<file path="src/rtl/mc_ctrl.sv">
// mc_ctrl: multi-cycle control FSM for a small MIPS subset.
// It sequences fetch, decode, execute, memory and writeback, and drives the
// fetch unit so the PC holds for the whole instruction and moves exactly once,
// in the instruction's last state.
module mc_ctrl #(
   parameter int CNT_W = 32
) (
   input  logic             clk,
   input  logic             reset,
   input  logic [31:0]      instr,
   input  logic             alu_zero,
   input  logic             mem_ready,
   output logic             pc_we,
   output logic [2:0]       npc_sel,
   output logic             ir_we,
   output logic             reg_we,
   output logic [1:0]       reg_dst,
   output logic [1:0]       wd_sel,
   output logic             alu_src,
   output logic [2:0]       alu_op,
   output logic [1:0]       ext_op,
   output logic             mem_req,
   output logic             mem_we,
   output logic             illegal,
   output logic [2:0]       state,
   output logic [CNT_W-1:0] retired
);

   typedef enum logic [2:0] {
      S_IF  = 3'd0,
      S_ID  = 3'd1,
      S_EX  = 3'd2,
      S_MEM = 3'd3,
      S_WB  = 3'd4
   } stateT;

   localparam logic [5:0] OP_RTYPE = 6'h00;
   localparam logic [5:0] OP_J     = 6'h02;
   localparam logic [5:0] OP_JAL   = 6'h03;
   localparam logic [5:0] OP_BEQ   = 6'h04;
   localparam logic [5:0] OP_ORI   = 6'h0D;
   localparam logic [5:0] OP_LUI   = 6'h0F;
   localparam logic [5:0] OP_LW    = 6'h23;
   localparam logic [5:0] OP_SW    = 6'h2B;
   localparam logic [5:0] FN_JR    = 6'h08;
   localparam logic [5:0] FN_ADDU  = 6'h21;
   localparam logic [5:0] FN_SUBU  = 6'h23;

   stateT            r_state;
   stateT            w_nextState;
   logic [5:0]       r_opcode;
   logic [5:0]       r_funct;
   logic             r_isNop;
   logic [CNT_W-1:0] r_retired;

   logic w_isRtype;
   logic w_isAddu;
   logic w_isSubu;
   logic w_isJr;
   logic w_isJ;
   logic w_isJal;
   logic w_isBeq;
   logic w_isOri;
   logic w_isLui;
   logic w_isLw;
   logic w_isSw;
   logic w_isLegal;

   // The nop check uses the whole word, so a nonzero shift with
   // opcode 0 / funct 0 is rejected as an unsupported encoding.
   assign w_isRtype = (r_opcode == OP_RTYPE);
   assign w_isAddu  = w_isRtype && (r_funct == FN_ADDU);
   assign w_isSubu  = w_isRtype && (r_funct == FN_SUBU);
   assign w_isJr    = w_isRtype && (r_funct == FN_JR);
   assign w_isJ     = (r_opcode == OP_J);
   assign w_isJal   = (r_opcode == OP_JAL);
   assign w_isBeq   = (r_opcode == OP_BEQ);
   assign w_isOri   = (r_opcode == OP_ORI);
   assign w_isLui   = (r_opcode == OP_LUI);
   assign w_isLw    = (r_opcode == OP_LW);
   assign w_isSw    = (r_opcode == OP_SW);
   assign w_isLegal = w_isAddu | w_isSubu | w_isJr | w_isJ | w_isJal | w_isBeq |
                      w_isOri | w_isLui | w_isLw | w_isSw | r_isNop;

   assign state   = r_state;
   assign retired = r_retired;

   // Per-state control outputs and next-state decode; everything is forced
   // quiet while reset is high so an abandoned instruction never commits.
   always_comb begin
      pc_we       = 1'b0;
      npc_sel     = 3'd0;
      ir_we       = 1'b0;
      reg_we      = 1'b0;
      reg_dst     = 2'd0;
      wd_sel      = 2'd0;
      alu_src     = 1'b0;
      alu_op      = 3'd0;
      ext_op      = 2'd0;
      mem_req     = 1'b0;
      mem_we      = 1'b0;
      illegal     = 1'b0;
      w_nextState = S_IF;

      if (r_state == S_EX || r_state == S_MEM || r_state == S_WB) begin
         if (w_isSubu) begin
            alu_op = 3'd1;
         end else if (w_isOri) begin
            alu_op  = 3'd2;
            alu_src = 1'b1;
         end else if (w_isLui) begin
            alu_op  = 3'd3;
            alu_src = 1'b1;
         end else if (w_isLw || w_isSw) begin
            alu_src = 1'b1;
            ext_op  = 2'd1;
         end else if (w_isBeq) begin
            alu_op = 3'd1;
            ext_op = 2'd1;
         end
      end

      case (r_state)
         S_IF: begin
            ir_we       = 1'b1;
            w_nextState = S_ID;
         end
         S_ID: begin
            if (w_isJ) begin
               pc_we   = 1'b1;
               npc_sel = 3'd3;
            end else if (w_isJr) begin
               pc_we   = 1'b1;
               npc_sel = 3'd2;
            end else if (w_isJal) begin
               w_nextState = S_WB;
            end else if (r_isNop) begin
               pc_we = 1'b1;
            end else if (!w_isLegal) begin
               pc_we   = 1'b1;
               illegal = 1'b1;
            end else begin
               w_nextState = S_EX;
            end
         end
         S_EX: begin
            if (w_isLw || w_isSw) begin
               w_nextState = S_MEM;
            end else if (w_isBeq) begin
               pc_we   = 1'b1;
               npc_sel = alu_zero ? 3'd1 : 3'd0;
            end else begin
               w_nextState = S_WB;
            end
         end
         S_MEM: begin
            mem_req = 1'b1;
            mem_we  = w_isSw;
            if (!mem_ready) begin
               w_nextState = S_MEM;
            end else if (w_isSw) begin
               pc_we = 1'b1;
            end else begin
               w_nextState = S_WB;
            end
         end
         S_WB: begin
            reg_we = 1'b1;
            pc_we  = 1'b1;
            if (w_isJal) begin
               reg_dst = 2'd2;
               wd_sel  = 2'd2;
               npc_sel = 3'd3;
            end else if (w_isRtype) begin
               reg_dst = 2'd1;
            end else if (w_isLw) begin
               wd_sel = 2'd1;
            end
         end
         default: begin
            w_nextState = S_IF;
         end
      endcase

      if (reset) begin
         pc_we       = 1'b0;
         npc_sel     = 3'd0;
         ir_we       = 1'b0;
         reg_we      = 1'b0;
         reg_dst     = 2'd0;
         wd_sel      = 2'd0;
         alu_src     = 1'b0;
         alu_op      = 3'd0;
         ext_op      = 2'd0;
         mem_req     = 1'b0;
         mem_we      = 1'b0;
         illegal     = 1'b0;
         w_nextState = S_IF;
      end
   end

   // State register, instruction field capture in fetch, and the retired
   // counter, which advances on every PC update and simply wraps.
   always_ff @(posedge clk) begin
      if (reset) begin
         r_state   <= S_IF;
         r_opcode  <= 6'd0;
         r_funct   <= 6'd0;
         r_isNop   <= 1'b0;
         r_retired <= '0;
      end else begin
         r_state <= w_nextState;
         if (r_state == S_IF) begin
            r_opcode <= instr[31:26];
            r_funct  <= instr[5:0];
            r_isNop  <= (instr == 32'd0);
         end
         if (pc_we) begin
            r_retired <= r_retired + CNT_W'(1);
         end
      end
   end

endmodule
</file>
<file path="config.mk">
export PLATFORM = sky130hd
export DESIGN_NAME = mc_ctrl
export DESIGN_NICKNAME = d
export VERILOG_FILES = /design/src/rtl/mc_ctrl.sv
export SDC_FILE = /design/constraint.sdc
export NUM_CORES = 1
export LEC_CHECK = 0
export ABC_AREA = 0
export BUFFER_PORTS_ARGS = -buffer_cell sky130_fd_sc_hd__buf_2
export CAP_MARGIN = 0
export CORE_ASPECT_RATIO = 0.8
export CORE_MARGIN = 3
export CORE_UTILIZATION = 46
export DETAILED_ROUTE_END_ITERATION = 8
export GPL_TIMING_DRIVEN = 0
export PLACE_DENSITY = 0.76
export SYNTH_ARGS = -nofsm -noshare
export SYNTH_HDL_FRONTEND = slang
export SYNTH_SLANG_ARGS = --single-unit
</file>
<file path="constraint.sdc">
create_clock -name clk -period 2.24 [get_ports clk]
set_input_delay 0.112 -clock clk [delete_from_list [all_inputs] [get_ports clk]]
set_output_delay 0.112 -clock clk [all_outputs]
set_load 0.05 [all_outputs]
</file>
Word level (Yosys, flattened, before mapping):

Index checks and enable logic that the tools add are counted.

* add/subtract/negate cells: 1
* eq/ne operators: 14
* muxes and demuxes: 72
* bitwise gates (word level): 10
* reduce and logical (&&, ||, !) cells: 9

Operators with widths (number)
* $mux W1: 44
* $add A32 B1 Y32 const B: 1
* $logic_not A32 Y1: 1
* $mux W2: 16
* $mux W3: 9
* $eq A6 B6 Y1 const B: 4
* $eq A6 B4 Y1 const B: 3
* $eq A6 B2 Y1 const B: 2
* $pmux W3 S4: 1
* $or A1 B1 Y1: 10
* $eq A3 B2 Y1 const B: 2
* $eq A6 B3 Y1 const B: 1
* $logic_not A6 Y1: 1
* $pmux W2 S3: 1
* $pmux W1 S4: 1
* $eq A3 B1 Y1 const B: 1
* $eq A3 B3 Y1 const B: 1
* $logic_and A1 B1 Y1: 3
* $logic_not A3 Y1: 1
* $logic_or A1 B1 Y1: 3

* register bits after elaboration: 48
* input port bits: 36
* output and inout bits: 54
* word-level logic and storage cells: 111

Logic depth before layout (Yosys ltp):

* depth in word-level cells: 19
* mapped depth: 10
* depth with buffers taken out: 7

Worst setup path after synthesis:

OpenSTA, ideal clock, no wires.

* kind: reg2reg
* start: reg r_state[0], in the netlist state[0]
* end: reg r_retired[30], in the netlist retired[30]
* library setup time: 0.070 ns
* arrival: 4.096 ns
* required time: 2.170 ns
* path slack: -1.926 ns
* cell stages (with the launch flop): 9
* path buffers: 2
* clock period less this slack: 4.166 ns
* cells stage by stage: dfxtp_1 and4bb_2 nor4b_1 a32oi_1 o211a_1 buf_6 buf_8 or4_1 a21oi_1

* cells in the longest elaborated chain, start to end: 3
* elaborated cells between the ends (all ways): 6
* those cells by class: eq/ne (4); mux (2)

RTL lines
* start, declared: line 49 `stateT r_state;`
* start signal, assigned: line 212 `r_state <= w_nextState;`
* $eq A3 B3 Y1, or another cell as far along: line 123 `case (r_state)`
* $pmux W1 S4 (*): line 123
* $mux W1 (*): line 185 `if (reset) begin`
* end signal, assigned: line 219 `r_retired <= r_retired + CNT_W'(1);`
* end, declared: line 54 `logic [CNT_W-1:0] r_retired;`

Mark *: on every way between the ends. The rest lies on a longest branch, timed or not.
A chain may end at the register's enable or synchronous reset.

Final worst setup path:

* start: reg r_opcode[4]
* end: out pc_we

* cells in the longest elaborated chain, start to end: 19
* elaborated cells between the ends (all ways): 33
* those cells by class: eq/ne (7); mux (11); bitwise (10); reduce/logical (5)

RTL lines
* start, declared: line 51 `logic [5:0] r_opcode;`
* start signal, assigned: line 214 `r_opcode <= instr[31:26];`
* $logic_not A6 Y1: line 71 `assign w_isRtype = (r_opcode == OP_RTYPE);`
* $logic_and A1 B1 Y1 (on tied branches): line 72, 73
* $or A1 B1 Y1 (6 in series): line 82 `assign w_isLegal = w_isAddu | w_isSubu | w_isJr | w_isJ | w_isJal | w_isBeq |`
* $or A1 B1 Y1 (4 in series): line 83 `w_isOri | w_isLui | w_isLw | w_isSw | r_isNop;`
* $mux W1: line 139 `end else if (!w_isLegal) begin`
* $mux W1: line 137 `end else if (r_isNop) begin`
* $mux W1: line 135 `end else if (w_isJal) begin`
* $mux W1: line 132 `end else if (w_isJr) begin`
* $mux W1: line 129 `if (w_isJ) begin`
* $pmux W1 S4 (*): line 123
* $mux W1 (*): line 185
* end, declared: line 13 `output logic pc_we,`

Marked as above.

==> results.txt <==
CP endpoint kind: output port
mapped cell area: 2830 um^2
asr flop ratio synth: 0
vias in the first global route: 2,941
Post-CTS Hold Buffers: 0
IO Pins: 90
Worst path top cell family by delay: simple AND/OR/NAND/NOR gates
Skew-Pair Late Insertion Delay: 0.31 ns
Pleak: 1.58 nW
unrepaired setup endpoints after global routing: true
Yosys cell types: 57
Buf/Inv on CP: 3
post-DR vias/cell: 6.12
Die Y: 76.2 um
CP max stage delay: 0.55 ns
layout cells sized above 1: 0.418
Core Area: 5710 um^2
worst path cell trace: or4_4 > or2_4 > o311ai_4 > o211a_1 > buf_6 > inv_8 > buf_8
pwr dens: 461 nW/um^2
Slew Limit Fails: 0
Yosys reg bits: 48
min Tclk post-route: 2.42 ns
Yosys warnings: 0
largest net degree at the start of global routing: 14
violated checks: negative setup slack
DRC violation total after the first TritonRoute iteration: 335
CTS Buf Count: 5
placed cell count: 534
period utilization: 1.08
DR DRC count: 0
final WL: 9730 um
Post-synth EDFFs: 0
Crit Path Max Fanout: 8
maximum VDD drop: 0.000267 V
worst setup margin: -0.185 ns
grt total ovfl: 0
Final Power: 0.00188 W
arrival time worst endpoint: 2.31 ns
final setup violation count: 32
Clock Pin Slew Worst Setup and Hold Paths: 0.08 ns
Slew HR: 0.586
worst slack at placement: -0.238 ns
Clock Path Buffers: 2
final cell count without fillers: 557
TritonRoute pass-1 iters: 5
die width: 93.7 um
Synth Instances: 368
Root Buffer Master: clkbuf_8
gpl congestion: 0.923
# H-tree levels: 2
initial antenna violation count: 0
GRT Total Usage: 0.239
WL/cell: 17.5 um
r2r setup slk: -0.16 ns
global-route wire length before repair: 14,200 um
Avg Cell Area, Syn: 7.69 um^2
worst hold path class: in -> reg
Setup Skew: 0.00903 ns
setup TNS: -3.77 ns
Initial Util: 0.496
# rows: 24
status: complete, but fails checks
layout net count: 516
clk sinks: 48
WS Path Type: reg -> out
hpwl dp: 6270 um
area delta synth->final: 43.7%
maxcap violations: 0
maximum clock rate: 412 MHz
crit path max-delay cell type: or4_4
Port Buffer Count: 86
worst path required time: 2.13 ns
detailed-route via count: 3,409
Worst Tran Pin Value: 0.621 ns
worst hold slack: 0.0424 ns
Die ar.: 7140 um^2
ANT nets after route: 0
diode count: 0
post-synthesis sequential area ratio: 0.339
final hold viol count: 0
Top FF cell, synth: dfxtp_1
TritonCTS clock tree: done
Startpoint Class: flip-flop
==> path summary, 6_finish.rpt <==
path | cells past startpoint | to | start
min | 3 | r_opcode[1] | instr[27]
min reg2reg | 2 | r_funct[2] | r_funct[2]
max | 7 | pc_we | r_opcode[4]
max reg2reg | 9 | retired[26] | r_opcode[4]
==> per-layer routing <==
layer | up-vias | routed length [um] | GRT usage
li1 | 1603 | - | -
met1 | 1583 | 4230 | 0.346
met2 | 192 | 4320 | 0.360
met3 | 31 | 965 | 0.0444
met4 | 0 | 220 | 0.0678
met5 | - | 0 | 0
==> cell usage after synthesis, types with 2 or more instances <==
cell / count / area [um^2]
a211oi_1: 2 / 15.0
a21oi_1: 44 / 220
a22oi_1: 2 / 15.0
and2_1: 4 / 25.0
and3_1: 10 / 62.6
and4_1: 4 / 35.0
buf_1: 2 / 7.51
buf_2: 4 / 20.0
buf_4: 5 / 37.5
buf_6: 4 / 45.0
clkbuf_1: 14 / 52.6
dfxtp_1: 48 / 961
inv_1: 4 / 15.0
mux2i_1: 2 / 20.0
nand2_1: 40 / 150
nand2b_1: 4 / 25.0
nand3_1: 10 / 50.1
nand3b_1: 3 / 22.5
nand4_1: 19 / 119
nand4b_1: 5 / 43.8
nor2_1: 19 / 71.3
nor2b_1: 5 / 31.3
nor3_1: 14 / 70.1
nor4_1: 9 / 56.3
nor4b_1: 3 / 26.3
o211a_1: 2 / 20.0
o211ai_1: 2 / 15.0
o21ai_0: 12 / 60.1
o21ai_1: 5 / 25.0
o21bai_1: 2 / 15.0
o31ai_1: 12 / 90.1
o41ai_1: 3 / 26.3
or3_1: 14 / 87.6
or4_1: 12 / 90.1
or4b_2: 2 / 20.0
==> where the power goes <==
group	switching, W	internal [W]
combinational	0.000273	0.000196
sequential	0.0000283	0.000874
clock	0.000291	0.000213
total	0.000592	0.00128
==> registers in the layout (all words and copies together), names as in the netlist <==
name,flops
r_opcode,6
r_isNop,1
state,3
retired,32
r_funct,6
==> cell type report <==
type                            count  area, um^2
Multi-Input combinational cell    286        2020
Inverter                            5        26.3
Fill cell                         480        1640
Timing Repair Buffer              107         679
Buffer                             26         180
Sequential cell                    48         991
Clock buffer                        6        72.6
Clock inverter                      1        5.00
Tap cell                           78        97.6
==> cells by family (layout without fill, tap and decap cells) <==
kind of cell | count (synthesis) | in the layout | share of synthesized area
AO/OA/AOI/OAI | 95 | 95 | 0.203
XOR/XNOR | 1 | 1 | 0.00309
adder cells (fa/ha/maj) | 1 | 1 | 0.00442
buffers and inverters | 36 | 145 | 0.0711
flip-flops | 48 | 48 | 0.339
multiplexers | 2 | 2 | 0.00707
other | 1 | 3 | 0.00132
AND/OR/NAND/NOR | 184 | 184 | 0.370
==> through the flow <==
stage,util,cell area [um^2]
3_5_place_dp,0.607,3460
4_1_cts,0.653,3730
6_report,0.713,4070
3_3_place_gp,0.607,3460
2_1_floorplan,-,2940
5_1_grt,0.713,4070
==> repair_timing <==
item,4_1_cts,5_1_grt
setup endpoints to repair,42,39
hold endpoints to repair,0,0
pin swaps,10,33
gates cloned,1,2
buffers inserted,12,6
resized for setup,30,73
==> placed cells by master (no fill, tap or decap), types with 6 or more instances in the layout <==
cell and instances:
and3_1 9, nand4_1 19, nor2_1 15, buf_2 82
nand2_1 39, a21oi_1 37, or3_1 12, clkbuf_1 12
o21ai_0 10, nor4_1 8, a21oi_2 8, dfxtp_1 36
buf_4 19, nor3_1 9, or4_1 10, buf_6 9
nand3_1 7, dfxtp_2 6, dfxtp_4 6
==> worst min-delay path, stage by stage <==
cell,delay (ns)
buf_2,0.10
nand2_1,0.05
a21oi_1,0.05
(Power assumes the default switching activity.)
